==> config.mk <==
export PLATFORM = sky130hd
export DESIGN_NAME = div_unit
export DESIGN_NICKNAME = d
export VERILOG_FILES = /design/src/rtl/div_pkg.sv /design/src/rtl/div_step.sv /design/src/rtl/div_unit.sv
export SDC_FILE = /design/constraint.sdc
export NUM_CORES = 1
export LEC_CHECK = 0
export CORE_MARGIN = 2
export CORE_UTILIZATION = 30
export DETAILED_ROUTE_END_ITERATION = 16
export SLEW_MARGIN = 0
export SYNTH_ARGS = -nofsm -noshare
export SYNTH_HDL_FRONTEND = slang
export SYNTH_HIERARCHICAL = 1
export SYNTH_SLANG_ARGS = --single-unit
==> constraint.sdc <==
create_clock -name clk -period 9.35 [get_ports clk]
set_input_delay 2.805 -clock clk [delete_from_list [all_inputs] [get_ports clk]]
set_output_delay 2.805 -clock clk [all_outputs]
set_load 0.03 [all_outputs]
==> src/rtl/div_pkg.sv <==
// Shared types, widths and result helpers for the radix-2 restoring divider.
package div_pkg;

  localparam int XLEN  = 32;
  localparam int CNT_W = $clog2(XLEN);

  localparam logic [XLEN-1:0] MIN_INT  = {1'b1, {(XLEN-1){1'b0}}};
  localparam logic [XLEN-1:0] ALL_ONES = {XLEN{1'b1}};

  typedef enum logic [1:0] {
    DIV  = 2'b00,
    DIVU = 2'b01,
    REM  = 2'b10,
    REMU = 2'b11
  } div_op_e;

  typedef enum logic [1:0] {
    IDLE = 2'b00,
    CALC = 2'b01,
    DONE = 2'b10
  } div_state_e;

  function automatic logic [XLEN-1:0] cond_neg(input logic [XLEN-1:0] v, input logic neg);
    if (neg) begin
      return ~v + {{(XLEN-1){1'b0}}, 1'b1};
    end else begin
      return v;
    end
  endfunction

  // Result for divide-by-zero or signed overflow; rem_sel picks remainder over quotient.
  function automatic logic [XLEN-1:0] special_result(input logic rem_sel, input logic div_zero,
                                                     input logic [XLEN-1:0] dividend);
    if (div_zero) begin
      return rem_sel ? dividend : ALL_ONES;
    end else begin
      return rem_sel ? {XLEN{1'b0}} : MIN_INT;
    end
  endfunction

endpackage

==> src/rtl/div_step.sv <==
// One combinational restoring-division step on unsigned magnitudes.
module div_step
  import div_pkg::*;
(
  input  logic [XLEN-1:0] i_rem,
  input  logic [XLEN-1:0] i_divisor,
  input  logic            i_bit,
  output logic [XLEN-1:0] o_rem,
  output logic            o_q
);

  logic [XLEN:0] w_shift;
  logic [XLEN:0] w_diff;

  // A borrow out of the top bit means the shifted remainder was below the divisor.
  assign w_shift = {i_rem, i_bit};
  assign w_diff  = w_shift - {1'b0, i_divisor};
  assign o_q     = ~w_diff[XLEN];
  assign o_rem   = o_q ? w_diff[XLEN-1:0] : w_shift[XLEN-1:0];

endmodule

==> src/rtl/div_unit.sv <==
// Multi-cycle DIV/DIVU/REM/REMU unit with valid/ready handshakes on both sides.
// Build option: DIV_EARLY_OUT_EN finishes divide-by-zero and signed overflow right after accept.
module div_unit
  import div_pkg::*;
(
  input  logic            clk,
  input  logic            rst,
  input  logic            in_valid,
  output logic            in_ready,
  input  logic [1:0]      op,
  input  logic [XLEN-1:0] rs1,
  input  logic [XLEN-1:0] rs2,
  input  logic            flush,
  output logic            out_valid,
  input  logic            out_ready,
  output logic [XLEN-1:0] result,
  output logic            busy
);

  div_state_e       r_state, w_state_fsm, w_state_nxt;
  logic             r_in_ready, r_out_valid, r_busy;
  logic [XLEN-1:0]  r_result, r_rem, r_quot, r_divisor, r_rs1;
  logic [CNT_W-1:0] r_cnt;
  logic             r_rem_sel, r_q_neg, r_r_neg, r_div_zero, r_ovf;

  logic             w_accept, w_signed, w_in_zero, w_in_ovf, w_step_q;
  logic [XLEN-1:0]  w_step_rem, w_quot_nxt, w_final;

  assign w_signed  = ~op[0];
  assign w_in_zero = (rs2 == {XLEN{1'b0}});
  assign w_in_ovf  = w_signed && (rs1 == MIN_INT) && (rs2 == ALL_ONES);
  assign w_accept  = (r_state == IDLE) && in_valid && !flush;

  // r_quot starts as the dividend magnitude; its MSB feeds each step and quotient bits enter at the LSB.
  div_step u_step (
    .i_rem     (r_rem),
    .i_divisor (r_divisor),
    .i_bit     (r_quot[XLEN-1]),
    .o_rem     (w_step_rem),
    .o_q       (w_step_q)
  );
  assign w_quot_nxt = {r_quot[XLEN-2:0], w_step_q};

  // Sign-corrected result of the final step, with special cases overriding.
  always_comb begin
    w_final = {XLEN{1'b0}};
    if (r_div_zero || r_ovf) begin
      w_final = special_result(r_rem_sel, r_div_zero, r_rs1);
    end else if (r_rem_sel) begin
      w_final = cond_neg(w_step_rem, r_r_neg);
    end else begin
      w_final = cond_neg(w_quot_nxt, r_q_neg);
    end
  end

  // Next-state logic; flush wins over accept and the result handshake.
  always_comb begin
    w_state_fsm = r_state;
    case (r_state)
      IDLE: begin
        if (w_accept) begin
`ifdef DIV_EARLY_OUT_EN
          w_state_fsm = (w_in_zero || w_in_ovf) ? DONE : CALC;
`else
          w_state_fsm = CALC;
`endif
        end else begin
          w_state_fsm = IDLE;
        end
      end
      CALC: begin
        if (r_cnt == {CNT_W{1'b0}}) begin
          w_state_fsm = DONE;
        end else begin
          w_state_fsm = CALC;
        end
      end
      DONE: begin
        if (out_ready) begin
          w_state_fsm = IDLE;
        end else begin
          w_state_fsm = DONE;
        end
      end
      default: w_state_fsm = IDLE;
    endcase
    w_state_nxt = flush ? IDLE : w_state_fsm;
  end

  // State register.
  always_ff @(posedge clk) begin
    if (rst) begin
      r_state <= IDLE;
    end else begin
      r_state <= w_state_nxt;
    end
  end

  // Operand capture, iteration datapath and registered outputs.
  always_ff @(posedge clk) begin
    if (rst) begin
      r_in_ready  <= 1'b1;
      r_out_valid <= 1'b0;
      r_busy      <= 1'b0;
      r_result    <= {XLEN{1'b0}};
      r_rem       <= {XLEN{1'b0}};
      r_quot      <= {XLEN{1'b0}};
      r_divisor   <= {XLEN{1'b0}};
      r_rs1       <= {XLEN{1'b0}};
      r_cnt       <= {CNT_W{1'b0}};
      r_rem_sel   <= 1'b0;
      r_q_neg     <= 1'b0;
      r_r_neg     <= 1'b0;
      r_div_zero  <= 1'b0;
      r_ovf       <= 1'b0;
    end else begin
      r_in_ready  <= (w_state_nxt == IDLE);
      r_out_valid <= (w_state_nxt == DONE);
      r_busy      <= (w_state_nxt != IDLE);
      if (w_accept) begin
        r_rem      <= {XLEN{1'b0}};
        r_quot     <= cond_neg(rs1, w_signed & rs1[XLEN-1]);
        r_divisor  <= cond_neg(rs2, w_signed & rs2[XLEN-1]);
        r_rs1      <= rs1;
        r_cnt      <= CNT_W'(XLEN-1);
        r_rem_sel  <= op[1];
        r_q_neg    <= w_signed & (rs1[XLEN-1] ^ rs2[XLEN-1]);
        r_r_neg    <= w_signed & rs1[XLEN-1];
        r_div_zero <= w_in_zero;
        r_ovf      <= w_in_ovf;
`ifdef DIV_EARLY_OUT_EN
        if (w_in_zero || w_in_ovf) begin
          r_result <= special_result(op[1], w_in_zero, rs1);
        end else begin
          r_result <= r_result;
        end
`endif
      end else if (r_state == CALC) begin
        r_rem  <= w_step_rem;
        r_quot <= w_quot_nxt;
        if (r_cnt == {CNT_W{1'b0}}) begin
          r_result <= w_final;
        end else begin
          r_cnt <= r_cnt - {{(CNT_W-1){1'b0}}, 1'b1};
        end
      end else begin
        r_cnt <= r_cnt;
      end
    end
  end

  assign in_ready  = r_in_ready;
  assign out_valid = r_out_valid;
  assign busy      = r_busy;
  assign result    = r_result;

endmodule
==> results_dict.tcl, run 1 <==
set metrics [dict create \
    first_iter_violations 1257 \
    cp.required_ps 9660 \
    final_max_slew_viol_count 0 \
    totalWireLength_um 42700 \
    place.detailed.hpwl_um 32000 \
    dieArea_um2 42000 \
    worstSkewPairLatency_ps 450 \
    globalplace.congestion 0.921 \
    synth_area_per_cell_um2 7.59 \
    synth-warning-count 6 \
    drc 0 \
    wire_length_of_the_first_global_routing_pass_um 66200 \
    finalCritPeriodShare 0.680 \
    cts_h_tree_lvls 4 \
    finalWorstPathRequiredPeriod_ps 6360 \
    postSynthRegisterBits 175 \
    max-cap-violations 0 \
    run_status "finished clean" \
    layout.cells.most_common "nand2_1" \
    grt_start_max_net_pins 71 \
    clock-sinks 175 \
    crit_chain "inv_1, ha_1, fa_1, and2b_1, o2111ai_1, a21oi_2, o2111ai_1, a211oi_2, nor2_2, mux2i_1, buf_4, and2_4, inv_2, mux2_1, or4_1, or4_4, nor4_2, mux2_1, a211oi_1, a211oi_2" \
    detailroute.via_count 12100 \
    finalHoldViolations 0 \
    global_route.usage.total 0.202 \
    drtPass1Iterations 5 \
    die_width_um 205 \
    nets 1737 \
    max_slew.worst_pin.slew_ps 1230 \
    die_h_um 205 \
    syn_to_final_growth_pct 16.4 \
    rsz_0062_raised_after_global_routing "false" \
    cts-resized-gates 0 \
    starting_density_of_the_core 0.304 \
    critPathMaxStageDelay_ps 720 \
    avgViaCountPerCell 5.59 \
    nature_of_the_critical_path_startpoint "register" \
    skew_ps 15.9 \
    rr_worst_depth 20 \
    worst-setup-path-type "register to register" \
    floorplan.core_area_um2 39800 \
    cts_hold_repair.buffers 0 \
    netlist-cell-type-count 87 \
    finish.utilization 0.354 \
    commonest_non_fill_non_tap_cells_in_the_layout "nand2_1 (243), dfxtp_1 (175), a21oi_1 (163), clkdlybuf4s50_1 (104), nor2_1 (100)" \
    total_of_endpoints_with_negative_setup_slack_in_the_final_report 0 \
    synth_edf_count 0 \
    clock_tree.root_cell "clkbuf_16" \
    sequential_element_share_of_the_synthesized_area 0.289 \
    dpl-instance-area_um2 13500 \
    worstHoldPathCells 2 \
    layout.filler_cells 4309 \
    dpl_worst_slack_ps 3070 \
    antenna_found_initial 0 \
    cts_inserted_buffers 17 \
    slowest_stage "or4_1" \
    power.density_nw_per_um2 142 \
    wl_per_cell_um 19.7 \
    arrival_ps 6670 \
    port_buffers 105 \
    yosys-top-cells-area "dfxtp_1 (29%), nand2_1 (7.6%), a21oi_1 (6.7%)" \
    number_of_nets_produced_by_synthesis 1706 \
    number_of_buffers_added_for_setup_after_cts 0 \
    synthesis.instances 1596 \
    pin_count 106 \
    worstHoldPathType "register to register" \
    postSynth.asyncResetShare 0 \
    num_rows 73 \
    final_antenna_net_count 0 \
    power.static_leakage_uw 0.00503 \
    final_critical_path_setup_slack_ps 2990 \
    timing.setup.tns_ps 0 \
    max_freq_mhz 157 \
    first_global_vias 11100 \
    drive_gt1_frac 0.0683 \
    synth_largest_area_cell "dfxtp_1" \
    dominantRegCellSynth "dfxtp_1" \
    synth_area_um2 12100 \
    worst_setup_hold_path_clk_slew_ps 80 \
    endpoint_kind "register" \
    final_cell_area_um2 14100 \
    clock_tree_from_tritoncts "done" \
    clockBufferDepth 2 \
    antenna_cells_inserted 0 \
    yosysTopAreaCellShare 0.289 \
    path_max_fanout 26 \
    worst_max_slew_margin_expressed_relative_to_the_limit 0.182 \
    peak_supply_drop_uv 120 \
    global_route.overflow_total 0 \
]
==> path summary, 6_finish.rpt <==
check	start	endpoint	slack, ps
worst max-delay path	r_quot[31]	result[29]	2990
worst max register to register	r_quot[31]	result[29]	2990
worst min register to register	r_divisor[15]	r_divisor[15]	450
worst min-delay path	r_divisor[15]	r_divisor[15]	450
==> flip-flops by register name, summed over array words and instances (netlist names) <==
register / count
busy: 1
in_ready: 1
out_valid: 1
r_cnt: 5
r_div_zero: 1
r_divisor: 32
r_ovf: 1
r_q_neg: 1
r_quot: 32
r_r_neg: 1
r_rem: 32
r_rem_sel: 1
r_rs1: 32
r_state: 2
result: 32
==> metal layers <==
metal / up-vias / track usage / wire length, µm
li1: 5818 / - / -
met1: 5795 / 0.295 / 20600
met2: 449 / 0.309 / 18700
met3: 48 / 0.0255 / 2540
met4: 0 / 0.0568 / 934
met5: - / 0 / 0
==> cells in the mapped netlist (15+ instances only) <==
cell	count
nand2_1	244
dfxtp_1	175
a21oi_1	163
nor2_1	100
clkbuf_1	89
o21ai_0	82
xnor2_1	76
inv_1	57
xor2_1	56
nor3_1	46
ha_1	38
a211oi_1	28
nand3_1	26
o31ai_1	26
or3_1	25
a21o_1	20
a311oi_1	20
nand4_1	20
nor4_1	20
mux2_4	19
a31oi_1	18
mux2i_1	18
o22ai_1	16
o41ai_1	16
nand2b_1	15
==> cell type report <==
cell class	count	area (µm²)	share of cell area
tap	525	657	0.0466
timing repair buffer	122	1180	0.0834
clock inverter	14	145	0.0103
sequential	175	3500	0.248
multi-input combinational	1251	7960	0.565
clock buffer	18	429	0.0304
inverter	60	225	0.0160
==> stage by stage <==
step	power [µW]	hold WS, ps	std cells
5_1_grt	2090	472	2165
3_5_place_dp	1280	443	2133
6_report	2000	453	2165
4_1_cts	2000	454	2165
3_3_place_gp	1280	442	2133
2_1_floorplan	1130	425	1596
==> cells by family (layout without fill, tap and decap cells) <==
| group | count (synthesis) | count (layout) | share of synthesized area |
|---|---|---|---|
| XOR/XNOR | 132 | 132 | 0.0955 |
| buffers and inverters | 170 | 214 | 0.0554 |
| adder cells (fa/ha/maj) | 39 | 39 | 0.0409 |
| AO/OA/AOI/OAI | 473 | 473 | 0.256 |
| flip-flops | 175 | 175 | 0.289 |
| AND/OR/NAND/NOR | 563 | 563 | 0.218 |
| multiplexers | 44 | 44 | 0.0450 |
==> power by group <==
part / internal, µW / total [µW] / switching [µW]
combinational: 177 / 458 / 281
sequential: 778 / 814 / 35.9
clock: 378 / 726 / 348
==> critical path: cells and delay by family (launching register included) <==
kind	cells	cell delay [ps]
flip-flops	1	370
buffers and inverters	3	830
adder cells (fa/ha/maj)	2	610
AO/OA/AOI/OAI	6	1300
AND/OR/NAND/NOR	6	2160
multiplexers	3	960
Note: power is estimated with default switching activity, not from simulation.
==> run 2: changes to the inputs <==
==> constraint.sdc (replaced) <==
create_clock -name clk -period 6.4 [get_ports clk]
set_input_delay 1.92 -clock clk [delete_from_list [all_inputs] [get_ports clk]]
set_output_delay 1.92 -clock clk [all_outputs]
set_load 0.03 [all_outputs]
==> results_dict.tcl, run 2 (synthesis results as in run 1) <==
set metrics [dict create \
    run_status "finished clean" \
    finalPower_uw 2910 \
    path_max_fanout 12 \
    cts_inserted_buffers 17 \
    p_seq_frac 0.408 \
    slowest_stage "or4_1" \
    cp.required_ps 6730 \
    clockBufferDepth 2 \
    timing.setup.tns_ps 0 \
    p_int_uw 1920 \
    p_sw_uw 992 \
    cp.buffers_inverters 2 \
    cts_hold_repair.buffers 0 \
    power.switching_fraction 0.340 \
    nature_of_the_critical_path_startpoint "register" \
    final_max_slew_viol_count 0 \
    port_buffers 105 \
    endpoint_kind "register" \
    peak_supply_drop_uv 179 \
    critical_path.top_delay_family "simple AND/OR/NAND/NOR gates" \
    power.static_leakage_uw 0.00507 \
    syn_to_final_growth_pct 17.0 \
    antenna_found_initial 0 \
    clock_tree.root_cell "clkbuf_16" \
    num_rows 73 \
    max_freq_mhz 170 \
    layout.filler_cells 4246 \
    clock_tree_from_tritoncts "done" \
    die_width_um 205 \
    cts_h_tree_lvls 4 \
    clockPowerShare 0.361 \
    global_route.usage.total 0.202 \
    nets 1742 \
    grt_start_max_net_pins 106 \
    worst_setup_hold_path_clk_slew_ps 80 \
    drive_gt1_frac 0.0711 \
    globalplace.congestion 0.917 \
    pin_count 106 \
    dpl_worst_slack_ps 632 \
    crit_chain "inv_1, ha_1, fa_1, and2b_1, o2111ai_1, a21oi_2, o2111ai_1, a211oi_2, nor2_2, mux2i_1, and2_4, inv_2, mux2_1, or4_1, or4_4, nor4_2, mux2_1, a211oi_1, a211oi_2" \
    worst-setup-path-type "register to register" \
    dieArea_um2 42000 \
    avgViaCountPerCell 5.55 \
    worstSkewPairLatency_ps 460 \
    starting_density_of_the_core 0.304 \
    clock-sinks 175 \
    number_of_buffers_added_for_setup_after_cts 0 \
    final_antenna_net_count 0 \
    drtPass1Iterations 5 \
    first_iter_violations 1131 \
    worstHoldPathType "register to register" \
    antenna_cells_inserted 0 \
    first_global_vias 11100 \
    critPathMaxStageDelay_ps 710 \
    place.detailed.hpwl_um 32100 \
    wire_length_of_the_first_global_routing_pass_um 66000 \
    minimum_setup_slack_among_reg_to_reg_paths_ps 520 \
    drc 0 \
    finalWorstPathRequiredPeriod_ps 5880 \
    max_slew.worst_pin.slew_ps 1200 \
    global_route.overflow_total 0 \
    stdcell_count 2170 \
    proportion_of_power_drawn_by_combinational_gates 0.230 \
    rsz_0062_raised_after_global_routing "false" \
    finalHoldViolations 0 \
    multiInputGateArea_um2 7960 \
    power.density_nw_per_um2 206 \
    wl_per_cell_um 19.5 \
    finalCritPeriodShare 0.918 \
    layout.cells.most_common "nand2_1" \
    skew_ps 17.6 \
    max-cap-violations 0 \
    detailroute.via_count 12100 \
    placedCellCount 2138 \
    floorplan.core_area_um2 39800 \
    final_critical_path_setup_slack_ps 524 \
    cts-resized-gates 0 \
    totalWireLength_um 42300 \
    arrival_ps 6210 \
    commonest_non_fill_non_tap_cells_in_the_layout "nand2_1 (244), dfxtp_1 (175), a21oi_1 (163), clkdlybuf4s50_1 (104), nor2_1 (100)" \
    ff_latch_area_um2 3500 \
    total_of_endpoints_with_negative_setup_slack_in_the_final_report 0 \
    die_h_um 205 \
    worst_max_slew_margin_expressed_relative_to_the_limit 0.200 \
]
## run 2: per-stage QoR
step                utilization  hold WS (ps)  instance area (µm²)
floorplan                     -           425                12100
global placement          0.341           442                13600
detailed placement        0.341           447                13600
CTS                       0.356           457                14200
global route              0.356           477                14200
finish                    0.356           458                14200
## run 2: final timing paths
kind                    from         end  cells after the start
setup reg to reg  r_quot[31]  result[29]                     19
setup / recovery  r_quot[31]  result[29]                     19
hold reg to reg     r_rs1[3]    r_rs1[3]                      2
hold / removal      r_rs1[3]    r_rs1[3]                      2
## run 2: per-layer routing
| layer | routed length [µm] | GRT usage | vias to the layer above |
|---|---|---|---|
| li1 | - | - | 5826 |
| met1 | 20600 | 0.298 | 5764 |
| met2 | 17800 | 0.295 | 410 |
| met3 | 2780 | 0.0313 | 52 |
| met4 | 1100 | 0.0665 | 0 |
| met5 | 0 | 0 | - |
## run 2: power groups by stage
| stage | combinational, µW | clock [µW] | sequential, µW |
|---|---|---|---|
| floorplan | 451 | 0 | 1200 |
| global placement | 660 | 0 | 1210 |
| finish | 672 | 1050 | 1190 |
| global route | 732 | 1120 | 1190 |
| CTS | 663 | 1080 | 1190 |
| detailed placement | 660 | 0 | 1210 |
## run 2: worst register-to-register path, cell delays in order, from the launching register on
cell	delay, ps
dfxtp_1	360
inv_1	50
ha_1	200
fa_1	410
and2b_1	230
o2111ai_1	160
a21oi_2	260
o2111ai_1	210
a211oi_2	270
nor2_2	100
mux2i_1	200
and2_4	260
inv_2	180
mux2_1	440
or4_1	710
or4_4	710
nor4_2	220
mux2_1	360
a211oi_1	300
a211oi_2	110
## run 2: layout make-up
type	instances	area share
clock buffer	17	0.0300
sequential	175	0.247
clock inverter	15	0.0117
inverter	60	0.0159
multi-input combinational	1251	0.562
tap	525	0.0464
timing repair buffer	127	0.0866
